==> config.mk <==
export PLATFORM = sky130hd
export DESIGN_NAME = sad6_best_select_flat
export DESIGN_NICKNAME = d
export VERILOG_FILES = /design/src/rtl/sad_pkg.sv /design/src/rtl/sad6_best_select_if.sv /design/src/rtl/sad_cand_min2.sv /design/src/rtl/sad6_best_select.sv /design/src/flat_wrapper.sv
export SDC_FILE = /design/constraint.sdc
export NUM_CORES = 1
export LEC_CHECK = 0
export ABC_AREA = 0
export BUFFER_PORTS_ARGS = -buffer_cell sky130_fd_sc_hd__clkbuf_2
export CORE_MARGIN = 1
export CORE_UTILIZATION = 55
export CTS_BUF_LIST = sky130_fd_sc_hd__clkbuf_4 sky130_fd_sc_hd__clkbuf_8 sky130_fd_sc_hd__clkbuf_16
export DETAILED_ROUTE_END_ITERATION = 7
export PLACE_DENSITY = 0.76
export RECOVER_POWER = 50
export SKIP_LAST_GASP = 1
export SYNTH_ARGS = -nofsm -noshare
export SYNTH_HDL_FRONTEND = slang
export SYNTH_SLANG_ARGS = --single-unit
==> constraint.sdc <==
create_clock -name clk -period 2.68 [get_ports clk]
set_input_delay 0.134 -clock clk [delete_from_list [all_inputs] [get_ports clk]]
set_output_delay 0.134 -clock clk [all_outputs]
set_load 0.02 [all_outputs]
==> src/rtl/sad_pkg.sv <==
// Shared types for the SAD6 best-candidate selection stage.
package sad_pkg;

    localparam int VAL_W = 14;
    localparam int IDX_W = 16;

    // One candidate: SAD value, its search index and the thread it came from.
    typedef struct packed {
        logic [VAL_W-1:0] value;
        logic [IDX_W-1:0] index;
        logic [1:0]       thread;
    } cand_t;

    typedef enum logic {
        ACCUM = 1'b0,
        DONE  = 1'b1
    } state_t;

    function automatic cand_t make_cand(
        input logic [VAL_W-1:0] value,
        input logic [IDX_W-1:0] index,
        input logic [1:0]       thread
    );
        cand_t c;
        c.value  = value;
        c.index  = index;
        c.thread = thread;
        return c;
    endfunction

endpackage

==> src/rtl/sad6_best_select_if.sv <==
// Candidate/result bundle between the SAD5->SAD6 register and the SAD6 stage.
interface sad6_best_select_if;
    import sad_pkg::*;

    logic             clear;
    logic             trigger;
    logic [VAL_W-1:0] t1_value, t2_value, t3_value, t4_value;
    logic [IDX_W-1:0] t1_index, t2_index, t3_index, t4_index;

    logic             result_valid;
    logic [VAL_W-1:0] result_value;
    logic [IDX_W-1:0] result_index;
    logic [1:0]       result_thread;

    logic             done;
    logic [VAL_W-1:0] best_value;
    logic [IDX_W-1:0] best_index;
    logic [1:0]       best_thread;

    // Upstream side: presents candidates and observes results.
    modport master (
        output clear, trigger,
        output t1_value, t2_value, t3_value, t4_value,
        output t1_index, t2_index, t3_index, t4_index,
        input  result_valid, result_value, result_index, result_thread,
        input  done, best_value, best_index, best_thread
    );

    // SAD6 stage side.
    modport slave (
        input  clear, trigger,
        input  t1_value, t2_value, t3_value, t4_value,
        input  t1_index, t2_index, t3_index, t4_index,
        output result_valid, result_value, result_index, result_thread,
        output done, best_value, best_index, best_thread
    );

endinterface

==> src/rtl/sad_cand_min2.sv <==
// Combinational 2-way minimum; b only wins when strictly smaller, so a tie
// keeps a (the lower thread, the earlier wA, or the earlier accumulated search).
module sad_cand_min2
    import sad_pkg::*;
(
    input  cand_t a_i,
    input  cand_t b_i,
    output cand_t win_o
);

    assign win_o = (b_i.value < a_i.value) ? b_i : a_i;

endmodule

==> src/rtl/sad6_best_select.sv <==
// SAD6 stage: 4->1 winner over a 2-stage compare pipeline, plus a running
// global minimum reported with a done pulse every NUM_SEARCHES searches.
module sad6_best_select
    import sad_pkg::*;
#(
    parameter int NUM_SEARCHES = 4
) (
    input  logic                clk,
    input  logic                rst,
    sad6_best_select_if.slave   bus
);

    localparam int CW = $clog2(NUM_SEARCHES + 1);

    cand_t          t1, t2, t3, t4;
    cand_t          wa_d, wb_d, w_d, acc_min;
    cand_t          wa_q, wb_q, res_q;
    cand_t          acc_q, acc_d, best_q, best_d;
    logic           trig_q, v1_q, res_valid_q;
    logic           acc_full_q, acc_full_d;
    logic [CW-1:0]  count_q, count_d;
    state_t         state_q, state_d;
    logic           accept;

    assign t1 = make_cand(bus.t1_value, bus.t1_index, 2'd0);
    assign t2 = make_cand(bus.t2_value, bus.t2_index, 2'd1);
    assign t3 = make_cand(bus.t3_value, bus.t3_index, 2'd2);
    assign t4 = make_cand(bus.t4_value, bus.t4_index, 2'd3);

    // Rising edge of the level trigger; trig_q resets high so a trigger
    // held through reset must fall and rise again before it counts.
    assign accept = bus.trigger & ~trig_q;

    sad_cand_min2 u_min_a   (.a_i(t1),    .b_i(t2),    .win_o(wa_d));
    sad_cand_min2 u_min_b   (.a_i(t3),    .b_i(t4),    .win_o(wb_d));
    sad_cand_min2 u_min_w   (.a_i(wa_q),  .b_i(wb_q),  .win_o(w_d));
    sad_cand_min2 u_min_acc (.a_i(acc_q), .b_i(res_q), .win_o(acc_min));

    // Compare pipeline: stage 1 holds wA/wB, stage 2 holds the per-search winner.
    always_ff @(posedge clk) begin
        // NOTE: sequential state uses non-blocking assignments so every register
        // samples pre-edge values regardless of statement order.
        if (rst) begin
            trig_q      <= 1'b1;
            v1_q        <= 1'b0;
            wa_q        <= '0;
            wb_q        <= '0;
            res_valid_q <= 1'b0;
            res_q       <= '0;
        end else begin
            trig_q      <= bus.trigger;
            v1_q        <= accept;
            res_valid_q <= v1_q;
            if (accept) begin
                wa_q <= wa_d;
                wb_q <= wb_d;
            end
            if (v1_q) begin
                res_q <= w_d;
            end
        end
    end

    // Accumulator / FSM state registers.
    always_ff @(posedge clk) begin
        if (rst) begin
            state_q    <= ACCUM;
            acc_q      <= '0;
            acc_full_q <= 1'b0;
            count_q    <= '0;
            best_q     <= '0;
        end else begin
            state_q    <= state_d;
            acc_q      <= acc_d;
            acc_full_q <= acc_full_d;
            count_q    <= count_d;
            best_q     <= best_d;
        end
    end

    // Next-state: fold each registered result into the running minimum and
    // hand the final winner to best_* when the search count is reached.
    always_comb begin
        // NOTE: every target gets a default first so no path leaves a latch.
        state_d    = state_q;
        acc_d      = acc_q;
        acc_full_d = acc_full_q;
        count_d    = count_q;
        best_d     = best_q;
        unique case (state_q)
            ACCUM: begin
                if (bus.clear) begin
                    acc_full_d = 1'b0;
                    count_d    = '0;
                end else if (res_valid_q) begin
                    acc_d      = acc_full_q ? acc_min : res_q;
                    acc_full_d = 1'b1;
                    count_d    = count_q + CW'(1);
                    if (count_q == CW'(NUM_SEARCHES - 1)) begin
                        state_d = DONE;
                        best_d  = acc_d;
                    end
                end
            end
            DONE: begin
                acc_full_d = 1'b0;
                count_d    = '0;
                state_d    = ACCUM;
            end
            default: state_d = ACCUM;
        endcase
    end

    assign bus.result_valid  = res_valid_q;
    assign bus.result_value  = res_q.value;
    assign bus.result_index  = res_q.index;
    assign bus.result_thread = res_q.thread;
    assign bus.done          = (state_q == DONE);
    assign bus.best_value    = best_q.value;
    assign bus.best_index    = best_q.index;
    assign bus.best_thread   = best_q.thread;

endmodule

==> src/flat_wrapper.sv <==
// flat-port wrapper written by rule: the top's interface ports become plain ports
module sad6_best_select_flat import sad_pkg::*;
#(
    parameter int NUM_SEARCHES = 4
)
  (clk, rst, bus_clear, bus_trigger, bus_t1_value, bus_t2_value, bus_t3_value, bus_t4_value, bus_t1_index, bus_t2_index, bus_t3_index, bus_t4_index, bus_result_valid, bus_result_value, bus_result_index, bus_result_thread, bus_done, bus_best_value, bus_best_index, bus_best_thread);
  sad6_best_select_if bus_i ();
  input  logic clk;
  input  logic rst;
  input wire logic [$bits(bus_i.clear)-1:0] bus_clear;
  input wire logic [$bits(bus_i.trigger)-1:0] bus_trigger;
  input wire logic [$bits(bus_i.t1_value)-1:0] bus_t1_value;
  input wire logic [$bits(bus_i.t2_value)-1:0] bus_t2_value;
  input wire logic [$bits(bus_i.t3_value)-1:0] bus_t3_value;
  input wire logic [$bits(bus_i.t4_value)-1:0] bus_t4_value;
  input wire logic [$bits(bus_i.t1_index)-1:0] bus_t1_index;
  input wire logic [$bits(bus_i.t2_index)-1:0] bus_t2_index;
  input wire logic [$bits(bus_i.t3_index)-1:0] bus_t3_index;
  input wire logic [$bits(bus_i.t4_index)-1:0] bus_t4_index;
  output wire logic [$bits(bus_i.result_valid)-1:0] bus_result_valid;
  output wire logic [$bits(bus_i.result_value)-1:0] bus_result_value;
  output wire logic [$bits(bus_i.result_index)-1:0] bus_result_index;
  output wire logic [$bits(bus_i.result_thread)-1:0] bus_result_thread;
  output wire logic [$bits(bus_i.done)-1:0] bus_done;
  output wire logic [$bits(bus_i.best_value)-1:0] bus_best_value;
  output wire logic [$bits(bus_i.best_index)-1:0] bus_best_index;
  output wire logic [$bits(bus_i.best_thread)-1:0] bus_best_thread;
  assign bus_i.clear = bus_clear;
  assign bus_i.trigger = bus_trigger;
  assign bus_i.t1_value = bus_t1_value;
  assign bus_i.t2_value = bus_t2_value;
  assign bus_i.t3_value = bus_t3_value;
  assign bus_i.t4_value = bus_t4_value;
  assign bus_i.t1_index = bus_t1_index;
  assign bus_i.t2_index = bus_t2_index;
  assign bus_i.t3_index = bus_t3_index;
  assign bus_i.t4_index = bus_t4_index;
  assign bus_result_valid = bus_i.result_valid;
  assign bus_result_value = bus_i.result_value;
  assign bus_result_index = bus_i.result_index;
  assign bus_result_thread = bus_i.result_thread;
  assign bus_done = bus_i.done;
  assign bus_best_value = bus_i.best_value;
  assign bus_best_index = bus_i.best_index;
  assign bus_best_thread = bus_i.best_thread;
  sad6_best_select #(.NUM_SEARCHES(NUM_SEARCHES)) u_core (.clk(clk), .rst(rst), .bus(bus_i));
endmodule
==> summary.txt <==
Syn Std Cell Area: 9020 µm²
Clk Latency, worst-skew pair: 0.43 ns
Die Wd: 130 µm
Asr flop ratio synth: 0%
GR Util All Layers: 26.1%
Resize count post-CTS: 0
CTS clk-pin slew, worst paths: 0.06 ns
Post-synthesis sequential area ratio: 37.1%
1st-pass router iterations: 7
Drt via density: 5.52
Die ar.: 16900 µm²
Layout cells sized above 1: 18.2%
DR iter-0 viols: 629
Crit-path cells: inv_1 -> ha_1 -> nand2_1 -> o21ai_1 -> a21oi_1 -> o41ai_2 -> buf_4 -> buf_4 -> nor3_1 -> nor4_1
Area contributors post-synth: dfxtp_1 37%, mux2i_1 10%, ha_1 7.5%
Via count: 7783
Post-route ant nets: 0
Routed WL: 21.5 mm
Synthesized Nets: 1206
Largest area contributor in the netlist: dfxtp_1
Worst Hold Class: input pin to register
Max Root-Sink Buffers: 2
Worst Hold Depth: 3
Drt drc: 0
Final Hold Viols: 0
Synth Instances: 1028
Max Cap Viol: 0
# rows: 46
Synth unique cells: 37
Slew HR: 21.8%
Synth cell count leaders: 167 x dfxtp_1, 136 x nor2_1, 94 x mux2i_1
Clk sinks: 167
Vias in the first global route: 7009
Largest net degree at the start of global routing: 146
Most Frequent Cell on Critical Path: buf_4
Area Overhead vs Synth: 18.4%
Total CTS buffers: 17
Diodes inserted: 0
Die Ht: 130 µm
Hold Slack: 0.0155 ns
Required @ worst endpoint: 3.00 ns
Status: finished, final reports clean
DR WL/cell: 15.3 µm
P_leak: 4.08 nW
Ys flop type: dfxtp_1
Post-DP HPWL: 15.1 mm
Skew final: 0.00668 ns
Worst setup SP type: register
Synthesized flop and latch total: 167
WS Path Type: register to register
Number of buffers added on ports: 189
Htree depth: 4
Synth warn: 0
Worst Setup Slack post-DPL: 0.342 ns
Period minus WS final: 2.43 ns
RSZ-0062 raised after global routing: false
Io pins: 190
GPL Wtd Cong: 0.840
Number of flops mapped to enable cells by yosys: 0
Finished Core Util: 67.0%
Core Area: 15900 µm²
Fmax: 0.411 GHz
Crit-path max cell delay: 0.41 ns
VDD IR-drop max: 0.479 mV
Worst Max-Slew Pin Slew: 1.17 ns
CP max FO: 34
Final period util: 90.8%
Nature of the critical path endpoint: register
Gr ovfl total: 0
CTS tree: yes
Reg2Reg Depth: 10
Nets: 1363
Pwr Total: 6.01 mW
Root buf cell: clkbuf_16
Slew Viols, Final: 0
Setup TNS: 0 ns
Synth top area share: 37.1%
Final setup fails: 0
Initial Util: 56.6%
Final worst slack: 0.246 ns
Initial antenna violation count: 0
PwrDens: 562 nW/µm²
Most frequent cell after synthesis: dfxtp_1
CP max stage cell: o41ai_2
Data arrival time of the critical path: 2.75 ns
Syn_area_per_cell: 8.78 µm²
First-pass GRT wire length: 35.0 mm
repair_timing:
action                                 CTS  global route
endpoints found under the hold margin    1             0
hold buffers                             1             0
setup buffers                            0             0
worst max-delay path: cells and delay by family (launching register included):
kind,cells,cell delay [ns]
buf+inv,3,0.58
compound gates,3,0.63
flops,1,0.37
fa+ha+maj,1,0.28
simple gates,3,0.46
path summary, 6_finish.rpt:
kind	start	to	slack (ns)
worst min register to register	u_core.wb_q[0]$_SDFFE_PP0P_	u_core.wb_q[0]$_SDFFE_PP0P_	0.46
worst max-delay path	u_core.acc_q[20]$_SDFFE_PP0P_	u_core.bus.best_index[11]$_SDFFE_PP0P_	0.25
worst max register to register	u_core.acc_q[20]$_SDFFE_PP0P_	u_core.bus.best_index[11]$_SDFFE_PP0P_	0.25
worst min-delay path	bus_t1_index[3]	u_core.wa_q[5]$_SDFFE_PP0P_	0.02
where the power goes:
| group | switching, mW | internal, mW |
|---|---|---|
| Sequential | 0.0640 | 2.55 |
| Clock | 0.961 | 1.37 |
| Combinational | 0.592 | 0.464 |
| Total | 1.62 | 4.39 |
final cells by class:
class / count / area [µm²]
clock buffer: 22 / 488
clock inverter: 7 / 72.6
multi-input combinational: 720 / 5100
timing repair buffer: 223 / 1190
tap: 216 / 270
fill: 1376 / 5260
inverter: 56 / 210
sequential: 167 / 3340
per-stage QoR:
step	area, µm²	instances
2_1_floorplan	9020	1028
3_5_place_dp	10300	1381
5_1_grt	10700	1411
4_1_cts	10800	1411
3_3_place_gp	10300	1381
6_report	10700	1411
sequential cells by signal, indices dropped and copies added, names as in the netlist:
register,cells
u_core.bus.result_index,16
u_core.bus.result_valid,1
u_core.wb_q,32
u_core.bus.best_value,14
u_core.bus.best_thread,2
u_core.count_q,3
u_core.bus.done,1
u_core.bus.best_index,16
u_core.v1_q,1
u_core.trig_q,1
u_core.acc_q,32
u_core.acc_full_q,1
u_core.wa_q,31
u_core.bus.result_value,14
u_core.bus.result_thread,2
logic make-up after synthesis:
| family | Yosys count | synth area share [%] |
|---|---|---|
| AO/OA/AOI/OAI | 175 | 15.7 |
| XOR/XNOR | 1 | 0.0971 |
| adder cells (fa/ha/maj) | 54 | 7.49 |
| buffers and inverters | 141 | 6.31 |
| flip-flops | 167 | 37.1 |
| multiplexers | 94 | 10.4 |
| AND/OR/NAND/NOR | 396 | 22.9 |
metal layers:
| layer | GRT usage [%] | vias up | part of all wire [%] |
|---|---|---|---|
| li1 | - | 4001 | - |
| met1 | 38.1 | 3561 | 51 |
| met2 | 39.4 | 205 | 43 |
| met3 | 4.72 | 16 | 4.9 |
| met4 | 6.98 | 0 | 0.99 |
| met5 | 0 | - | 0 |
placed cells by master, fill, tap and decap left out, drive strengths merged:
| cell | synthesis | final |
|---|---|---|
| clkbuf | 66 | 213 |
| dfxtp | 167 | 167 |
| nor2 | 136 | 136 |
| mux2i | 94 | 94 |
| nand2b | 67 | 67 |
| a211oi | 65 | 65 |
| nor3 | 63 | 63 |
| inv | 56 | 56 |
| ha | 54 | 54 |
| o21ai | 41 | 41 |
| or3 | 33 | 33 |
| nor3b | 32 | 32 |
| nor4 | 32 | 32 |
| a2111oi | 32 | 32 |
| buf | 19 | 31 |
| a21oi | 23 | 23 |
| nand2 | 11 | 11 |
| nand4 | 7 | 7 |
| nand3 | 7 | 7 |
| a21o | 5 | 5 |
| nor2b | 5 | 5 |
| clkinv | 0 | 4 |
| a211o | 3 | 3 |
| and3 | 2 | 2 |
| o22ai | 2 | 2 |
| clkinvlp | 0 | 2 |
| o21a | 1 | 1 |
| o41ai | 1 | 1 |
| a31oi | 1 | 1 |
| a21boi | 1 | 1 |
| xnor2 | 1 | 1 |
| or2 | 1 | 1 |
| bufinv | 0 | 1 |
| dlygate4sd3 | 0 | 1 |
Note: power is estimated with default switching activity, not from simulation.
